**src/rtl/hyper_cfg_sequencer.sv**
```systemverilog
// Boot-time configuration sequencer for a HyperBus config port.
// Waits for startup, replays a fixed write list, then bridges host register accesses with a per-access timeout.
module hyper_cfg_sequencer #(
    parameter int unsigned AddrWidth     = 48,
    parameter int unsigned NumInit       = 4,
    parameter logic [NumInit-1:0][AddrWidth-1:0] InitAddr = '0,
    parameter logic [NumInit-1:0][31:0]          InitData = '0,
    parameter int unsigned StartupCycles = 60000,
    parameter int unsigned TimeoutCycles = 255
) (
    input  logic                 clk_i,
    input  logic                 rst_ni,
    input  logic                 host_valid_i,
    input  logic [AddrWidth-1:0] host_addr_i,
    input  logic                 host_write_i,
    input  logic [31:0]          host_wdata_i,
    input  logic [3:0]           host_wstrb_i,
    output logic                 host_ready_o,
    output logic [31:0]          host_rdata_o,
    output logic                 host_error_o,
    output logic                 cfg_valid_o,
    output logic [AddrWidth-1:0] cfg_addr_o,
    output logic                 cfg_write_o,
    output logic [31:0]          cfg_wdata_o,
    output logic [3:0]           cfg_wstrb_o,
    input  logic                 cfg_ready_i,
    input  logic [31:0]          cfg_rdata_i,
    input  logic                 cfg_error_i,
    output logic                 init_done_o,
    output logic                 init_err_o
);

    localparam int unsigned MaxCnt = (StartupCycles > TimeoutCycles) ? StartupCycles : TimeoutCycles;
    localparam int unsigned CntW   = $clog2(MaxCnt + 1);
    localparam int unsigned IdxW   = (NumInit > 1) ? $clog2(NumInit) : 1;
    localparam logic [CntW-1:0] StartupLast = CntW'(StartupCycles - 1);
    localparam logic [CntW-1:0] TimeoutLast = CntW'(TimeoutCycles - 1);
    localparam logic [CntW-1:0] CntMax      = {CntW{1'b1}};
    localparam logic [IdxW-1:0] IdxLast     = IdxW'(NumInit - 1);
    localparam logic [31:0]     AbortData   = 32'hBADCAB1E;

    typedef enum logic [1:0] {
        WAIT_STARTUP,
        INIT_ISSUE,
        HOST_IDLE,
        HOST_ISSUE
    } state_e;

    state_e                state_reg, state_next;
    logic [CntW-1:0]       cnt_reg, cnt_next;
    logic [IdxW-1:0]       idx_reg, idx_next;
    logic                  cfg_valid_reg, cfg_valid_next;
    logic [AddrWidth-1:0]  host_addr_reg, host_addr_next;
    logic                  host_write_reg, host_write_next;
    logic [31:0]           host_wdata_reg, host_wdata_next;
    logic [3:0]            host_wstrb_reg, host_wstrb_next;
    logic                  host_ready_reg, host_ready_next;
    logic                  host_ready_d_reg, host_ready_d_next;
    logic [31:0]           host_rdata_reg, host_rdata_next;
    logic                  host_error_reg, host_error_next;
    logic                  init_done_reg, init_done_next;
    logic                  init_err_reg, init_err_next;

    logic [AddrWidth-1:0]  init_addr [NumInit];
    logic [31:0]           init_data [NumInit];

    generate
        for (genvar gi = 0; gi < NumInit; gi++) begin : g_init_table
            assign init_addr[gi] = InitAddr[gi];
            assign init_data[gi] = InitData[gi];
        end
    endgenerate

    logic            cfg_accept;
    logic            cfg_timeout;
    logic            host_holdoff;
    logic [CntW-1:0] cnt_sat_inc;

    // Ready is only honoured while a request is actually on the bus.
    assign cfg_accept   = cfg_valid_reg && cfg_ready_i;
    assign cfg_timeout  = cfg_valid_reg && !cfg_ready_i && (cnt_reg == TimeoutLast);
    assign host_holdoff = host_ready_reg || host_ready_d_reg;
    assign cnt_sat_inc  = (cnt_reg == CntMax) ? cnt_reg : cnt_reg + 1'b1;

    always_ff @(posedge clk_i or negedge rst_ni) begin
        if (!rst_ni) begin
            state_reg        <= WAIT_STARTUP;
            cnt_reg          <= '0;
            idx_reg          <= '0;
            cfg_valid_reg    <= 1'b0;
            host_addr_reg    <= '0;
            host_write_reg   <= 1'b0;
            host_wdata_reg   <= '0;
            host_wstrb_reg   <= '0;
            host_ready_reg   <= 1'b0;
            host_ready_d_reg <= 1'b0;
            host_rdata_reg   <= '0;
            host_error_reg   <= 1'b0;
            init_done_reg    <= 1'b0;
            init_err_reg     <= 1'b0;
        end else begin
            state_reg        <= state_next;
            cnt_reg          <= cnt_next;
            idx_reg          <= idx_next;
            cfg_valid_reg    <= cfg_valid_next;
            host_addr_reg    <= host_addr_next;
            host_write_reg   <= host_write_next;
            host_wdata_reg   <= host_wdata_next;
            host_wstrb_reg   <= host_wstrb_next;
            host_ready_reg   <= host_ready_next;
            host_ready_d_reg <= host_ready_d_next;
            host_rdata_reg   <= host_rdata_next;
            host_error_reg   <= host_error_next;
            init_done_reg    <= init_done_next;
            init_err_reg     <= init_err_next;
        end
    end

    always_comb begin
        state_next        = state_reg;
        cnt_next          = cnt_reg;
        idx_next          = idx_reg;
        cfg_valid_next    = cfg_valid_reg;
        host_addr_next    = host_addr_reg;
        host_write_next   = host_write_reg;
        host_wdata_next   = host_wdata_reg;
        host_wstrb_next   = host_wstrb_reg;
        host_ready_next   = 1'b0;
        host_ready_d_next = host_ready_reg;
        host_rdata_next   = host_rdata_reg;
        host_error_next   = host_error_reg;
        init_done_next    = init_done_reg;
        init_err_next     = init_err_reg;

        unique case (state_reg)
            WAIT_STARTUP: begin
                if (cnt_reg == StartupLast) begin
                    state_next     = INIT_ISSUE;
                    cnt_next       = '0;
                    idx_next       = '0;
                    cfg_valid_next = 1'b1;
                end else begin
                    cnt_next = cnt_sat_inc;
                end
            end

            INIT_ISSUE: begin
                // A timed-out write leaves a one-cycle gap before the next entry goes out.
                if (!cfg_valid_reg) begin
                    cfg_valid_next = 1'b1;
                end else if (cfg_accept || cfg_timeout) begin
                    cnt_next = '0;
                    if (cfg_timeout || cfg_error_i) begin
                        init_err_next = 1'b1;
                    end
                    if (cfg_timeout) begin
                        cfg_valid_next = 1'b0;
                    end
                    if (idx_reg == IdxLast) begin
                        state_next     = HOST_IDLE;
                        init_done_next = 1'b1;
                        cfg_valid_next = 1'b0;
                        idx_next       = '0;
                    end else begin
                        idx_next = idx_reg + 1'b1;
                    end
                end else begin
                    cnt_next = cnt_sat_inc;
                end
            end

            HOST_IDLE: begin
                if (host_valid_i && !host_holdoff) begin
                    state_next      = HOST_ISSUE;
                    cnt_next        = '0;
                    host_addr_next  = host_addr_i;
                    host_write_next = host_write_i;
                    host_wdata_next = host_wdata_i;
                    host_wstrb_next = host_wstrb_i;
                end
            end

            HOST_ISSUE: begin
                if (!cfg_valid_reg) begin
                    cfg_valid_next = 1'b1;
                end else if (cfg_accept) begin
                    state_next      = HOST_IDLE;
                    cfg_valid_next  = 1'b0;
                    host_ready_next = 1'b1;
                    host_rdata_next = host_write_reg ? 32'h0 : cfg_rdata_i;
                    host_error_next = cfg_error_i;
                end else if (cfg_timeout) begin
                    state_next      = HOST_IDLE;
                    cfg_valid_next  = 1'b0;
                    host_ready_next = 1'b1;
                    host_rdata_next = AbortData;
                    host_error_next = 1'b1;
                end else begin
                    cnt_next = cnt_sat_inc;
                end
            end

            default: begin
                state_next = WAIT_STARTUP;
            end
        endcase
    end

    // Request fields read as zero whenever no request is on the bus.
    always_comb begin
        cfg_addr_o  = '0;
        cfg_write_o = 1'b0;
        cfg_wdata_o = '0;
        cfg_wstrb_o = '0;
        if (cfg_valid_reg) begin
            if (state_reg == INIT_ISSUE) begin
                cfg_addr_o  = init_addr[idx_reg];
                cfg_write_o = 1'b1;
                cfg_wdata_o = init_data[idx_reg];
                cfg_wstrb_o = 4'hF;
            end else begin
                cfg_addr_o  = host_addr_reg;
                cfg_write_o = host_write_reg;
                cfg_wdata_o = host_wdata_reg;
                cfg_wstrb_o = host_wstrb_reg;
            end
        end
    end

    assign cfg_valid_o  = cfg_valid_reg;
    assign host_ready_o = host_ready_reg;
    assign host_rdata_o = host_rdata_reg;
    assign host_error_o = host_error_reg;
    assign init_done_o  = init_done_reg;
    assign init_err_o   = init_err_reg;

endmodule

```
**config.mk**
```make
export PLATFORM = sky130hd
export DESIGN_NAME = hyper_cfg_sequencer
export DESIGN_NICKNAME = d
export VERILOG_FILES = /design/src/rtl/hyper_cfg_sequencer.sv
export SDC_FILE = /design/constraint.sdc
export NUM_CORES = 1
export LEC_CHECK = 0
export CORE_ASPECT_RATIO = 1.1
export CORE_MARGIN = 1.5
export CORE_UTILIZATION = 27
export CTS_CLUSTER_DIAMETER = 100
export DETAILED_ROUTE_END_ITERATION = 8
export MAX_ROUTING_LAYER = met4
export SLEW_MARGIN = 20
export SYNTH_ARGS = -nofsm -noshare
export SYNTH_HDL_FRONTEND = slang
export SYNTH_SLANG_ARGS = --single-unit
```
**constraint.sdc**
```tcl
create_clock -name clk_i -period 1.93 [get_ports clk_i]
set_input_delay 0.386 -clock clk_i [delete_from_list [all_inputs] [get_ports clk_i]]
set_output_delay 0.386 -clock clk_i [all_outputs]
set_load 0.005 [all_outputs]
```
==> qor.txt <==
Vias in the first global route -> 5,901
CP Capture Type -> output pin
Synth Net Count -> 713
Initial drt markers -> 277
HPWL Detailed -> 13.5 mm
CP top delay family -> buffers and inverters
First-pass GRT wire length -> 33.4 mm
Die area -> 0.0257 mm²
Power, Total -> 18.7 mW
Num CTS Buffers -> 17
Final hold slack -> 426 ps
Area growth, synth to finish -> 73.3%
Detail-routed net length per standard cell -> 17.2 µm
EDFF count, synth -> 0
Max-capacitance violation count -> 0
Worst slew pin tran -> 381 ps
Cell Area, Placed -> 0.00990 mm²
IO buf count -> 243
Layout cells sized above 1 -> 46.2%
Worst skew pair latency -> 420 ps
Grt peak-use layer -> met2
WS Path Type -> reg -> out
CP Depth -> 9
CP max-delay cell -> dfrtp_1
Post-Place Cells -> 1,165
DRT Wirelength -> 21.1 mm
Max-Slew Margin vs Limit -> 74.5%
Async SR Flop Fraction -> 100%
Crit path arrival time -> 1760 ps
Largest net degree at the start of global routing -> 57
Clk buf depth -> 2
Cells after synthesis -> 588
Most common cell after layout, fill and taps aside -> clkdlybuf4s50_1
Reg power frac -> 27.0%
CP Buf/Inv Count -> 6
Hold crit path type -> in -> async
R2R Path End -> host_rdata_o[13]$_DFFE_PN0P_
Sw power -> 5.73 mW
CTS Root Cell -> clkbuf_16
Internal -> 12.9 mW
Setup TNS -> -16,540 ps
Critical Path Fanout Max -> 5
Die X -> 153 µm
Setup WS pre-CTS -> -427 ps
Sw Ratio -> 30.7%
Synth Flop Type -> dfrtp_1
R2R Setup Slk -> -210 ps
Crit-path max cell delay -> 360 ps
Most frequent cells in the layout -> clkdlybuf4s50_1, dfrtp_1, buf_6, mux2_2, and2_4
H-tree depth -> 4
Mean Syn Cell Area -> 11.4 µm²
Initial antenna violation count -> 0
Ys Warns -> 0
Gr usage total -> 17.3%
Total grt overflow -> 0
Final GP Congestion -> 0.801
Failing checks -> design-rule violations, negative setup slack
Via count -> 5,700
Diode count -> 0
Nets -> 1,031
Final Cycle Share -> 111%
Met1 Use GR -> 20.4%
Clock Skew -> 7.71 ps
RSZ-0062 raised after global routing -> yes
Part of the power in the clock network -> 20.2%
Fmax -> 465 MHz
Die height -> 168 µm
Row count -> 60
R2R cell count -> 9
I/O pins -> 244
Synth Cell Area -> 0.00668 mm²
TritonCTS clock tree -> built
Final Slew Violations -> 0
Max reg flops -> 48
Met2 global-route usage -> 29.8%
Final Core Density -> 47.4%
Clk slew on worst S/H paths -> 70 ps
DRT Pass-1 Iters -> 6
Pwr dens -> 1610 mW/mm²
Initial Util -> 27.4%
Outcome -> finished with violations
Setup slack after layout -> -219 ps
Combinational fraction of design power -> 52.8%
R2R Path Start -> cnt_reg[0]$_DFFE_PN0P_
Period minus WS final -> 2150 ps
Global routing usage on met3 -> 3.94%
Startpoint types -> flip-flop
Via density -> 4.64
Clock net sink count -> 143
Max VDD drop -> 0.642 mV
Sequential fraction of the synthesis area -> 53.6%
Synth cell types -> 58
Leak pwr -> 5.06 nW
Fin. Hold Viols -> 0
Remaining DRCs -> 29
Non-filler cells, final -> 1,229
Register bit total from synthesis -> 143
Antenna Violating Nets Remaining -> 0
Critical-path cell list -> inv_2 > nor2_4 > nor2_4 > buf_6 > buf_12 > buf_8 > buf_16 > and2_4 > buf_6
Core box area -> 0.0244 mm²
Worst Path Required -> 1540 ps
Finished Cell Area -> 0.0116 mm²
Final setup viols -> 132
## Yosys cell counts (2+ instances only)
cell	number	area, µm²
ha_1	3	37.5
inv_1	10	37.5
nand3_1	10	50.1
dfrtp_1	143	3580
nand2b_1	2	12.5
o21ai_1	32	160
nand4_1	3	18.8
nor2_1	16	60.1
nor3_2	2	20.0
or3_1	3	18.8
nor3_1	2	10.0
or4b_1	2	20.0
a31o_2	2	17.5
o31ai_1	9	67.6
a21oi_1	30	150
buf_6	7	78.8
clkbuf_1	19	71.3
mux2_2	85	957
and2_1	81	507
a21oi_2	5	43.8
and3_1	4	25.0
or4_1	7	52.6
buf_2	9	45.0
nand2_1	56	210
o21ai_0	11	55.1
o22a_1	2	17.5
a221o_1	2	20.0
## cell families (layout without fill, tap and decap cells)
family	count (synthesis)	in the layout	synth area share, %
AO/OA/AOI/OAI	110	111	10.6
buffers and inverters	47	377	3.65
multiplexers	86	86	14.5
adder cells (fa/ha/maj)	3	3	0.562
AND/OR/NAND/NOR	199	199	17.2
flip-flops	143	143	53.6
## area by class of cell
| class | instances | area [µm²] |
|---|---|---|
| Sequential cell | 143 | 3580 |
| Timing Repair Buffer | 334 | 3610 |
| Clock buffer | 19 | 443 |
| Fill cell | 2250 | 12800 |
| Clock inverter | 13 | 224 |
| Multi-Input combinational cell | 399 | 3290 |
| Inverter | 11 | 46.3 |
| Tap cell | 310 | 388 |
## worst max-delay path by stage
stage | startpoint | to | slack (ps)
finish | state_reg[0]$_DFFE_PN0P_ | cfg_wdata_o[9] | -220
global route | state_reg[0]$_DFFE_PN0P_ | cfg_wdata_o[9] | -290
CTS | state_reg[1]$_DFFE_PN0P_ | cfg_wdata_o[18] | -270
detailed placement | host_valid_i | cnt_reg[9]$_DFFE_PN0P_ | -430
global placement | host_valid_i | cnt_reg[5]$_DFFE_PN0P_ | -420
floorplan | cnt_reg[0]$_DFFE_PN0P_ | host_rdata_o[10]$_DFFE_PN0P_ | -10
## worst register-to-register path, delay by kind of cell, from the launching register on
| kind | cells | cell delay, ps |
|---|---|---|
| and+or+nand+nor | 3 | 790 |
| buffers and inverters | 3 | 440 |
| DFF | 1 | 370 |
| AOI/OAI and AO/OA | 2 | 250 |
| adders and majority gates | 1 | 190 |
## power groups by stage
stage          combinational [mW]  clock, mW  sequential (mW)
5_1_grt                      10.5       4.02             5.22
2_1_floorplan                3.40          0             4.89
3_5_place_dp                 7.48          0             4.99
4_1_cts                      9.62       3.89             5.01
3_3_place_gp                 7.44          0             4.93
6_report                     9.86       3.77             5.04
## layer usage
metal | share of wire, % | routed length [µm] | vias to the layer above
met1 | 40 | 8510 | 2779
met5 | 0 | 0 | -
met3 | 7.0 | 1480 | 28
met2 | 51 | 10800 | 205
met4 | 1.4 | 291 | 0
li1 | - | - | 2688
## what timing repair did
item	CTS	global route
endpoints found under the setup margin	137	140
gates resized for setup	531	54
pin swaps	97	12
hold buffers	1	0
cloned	13	1
setup buffers	20	4
endpoints found under the hold margin	35	0
No activity file was read; power rests on OpenSTA's default activity.
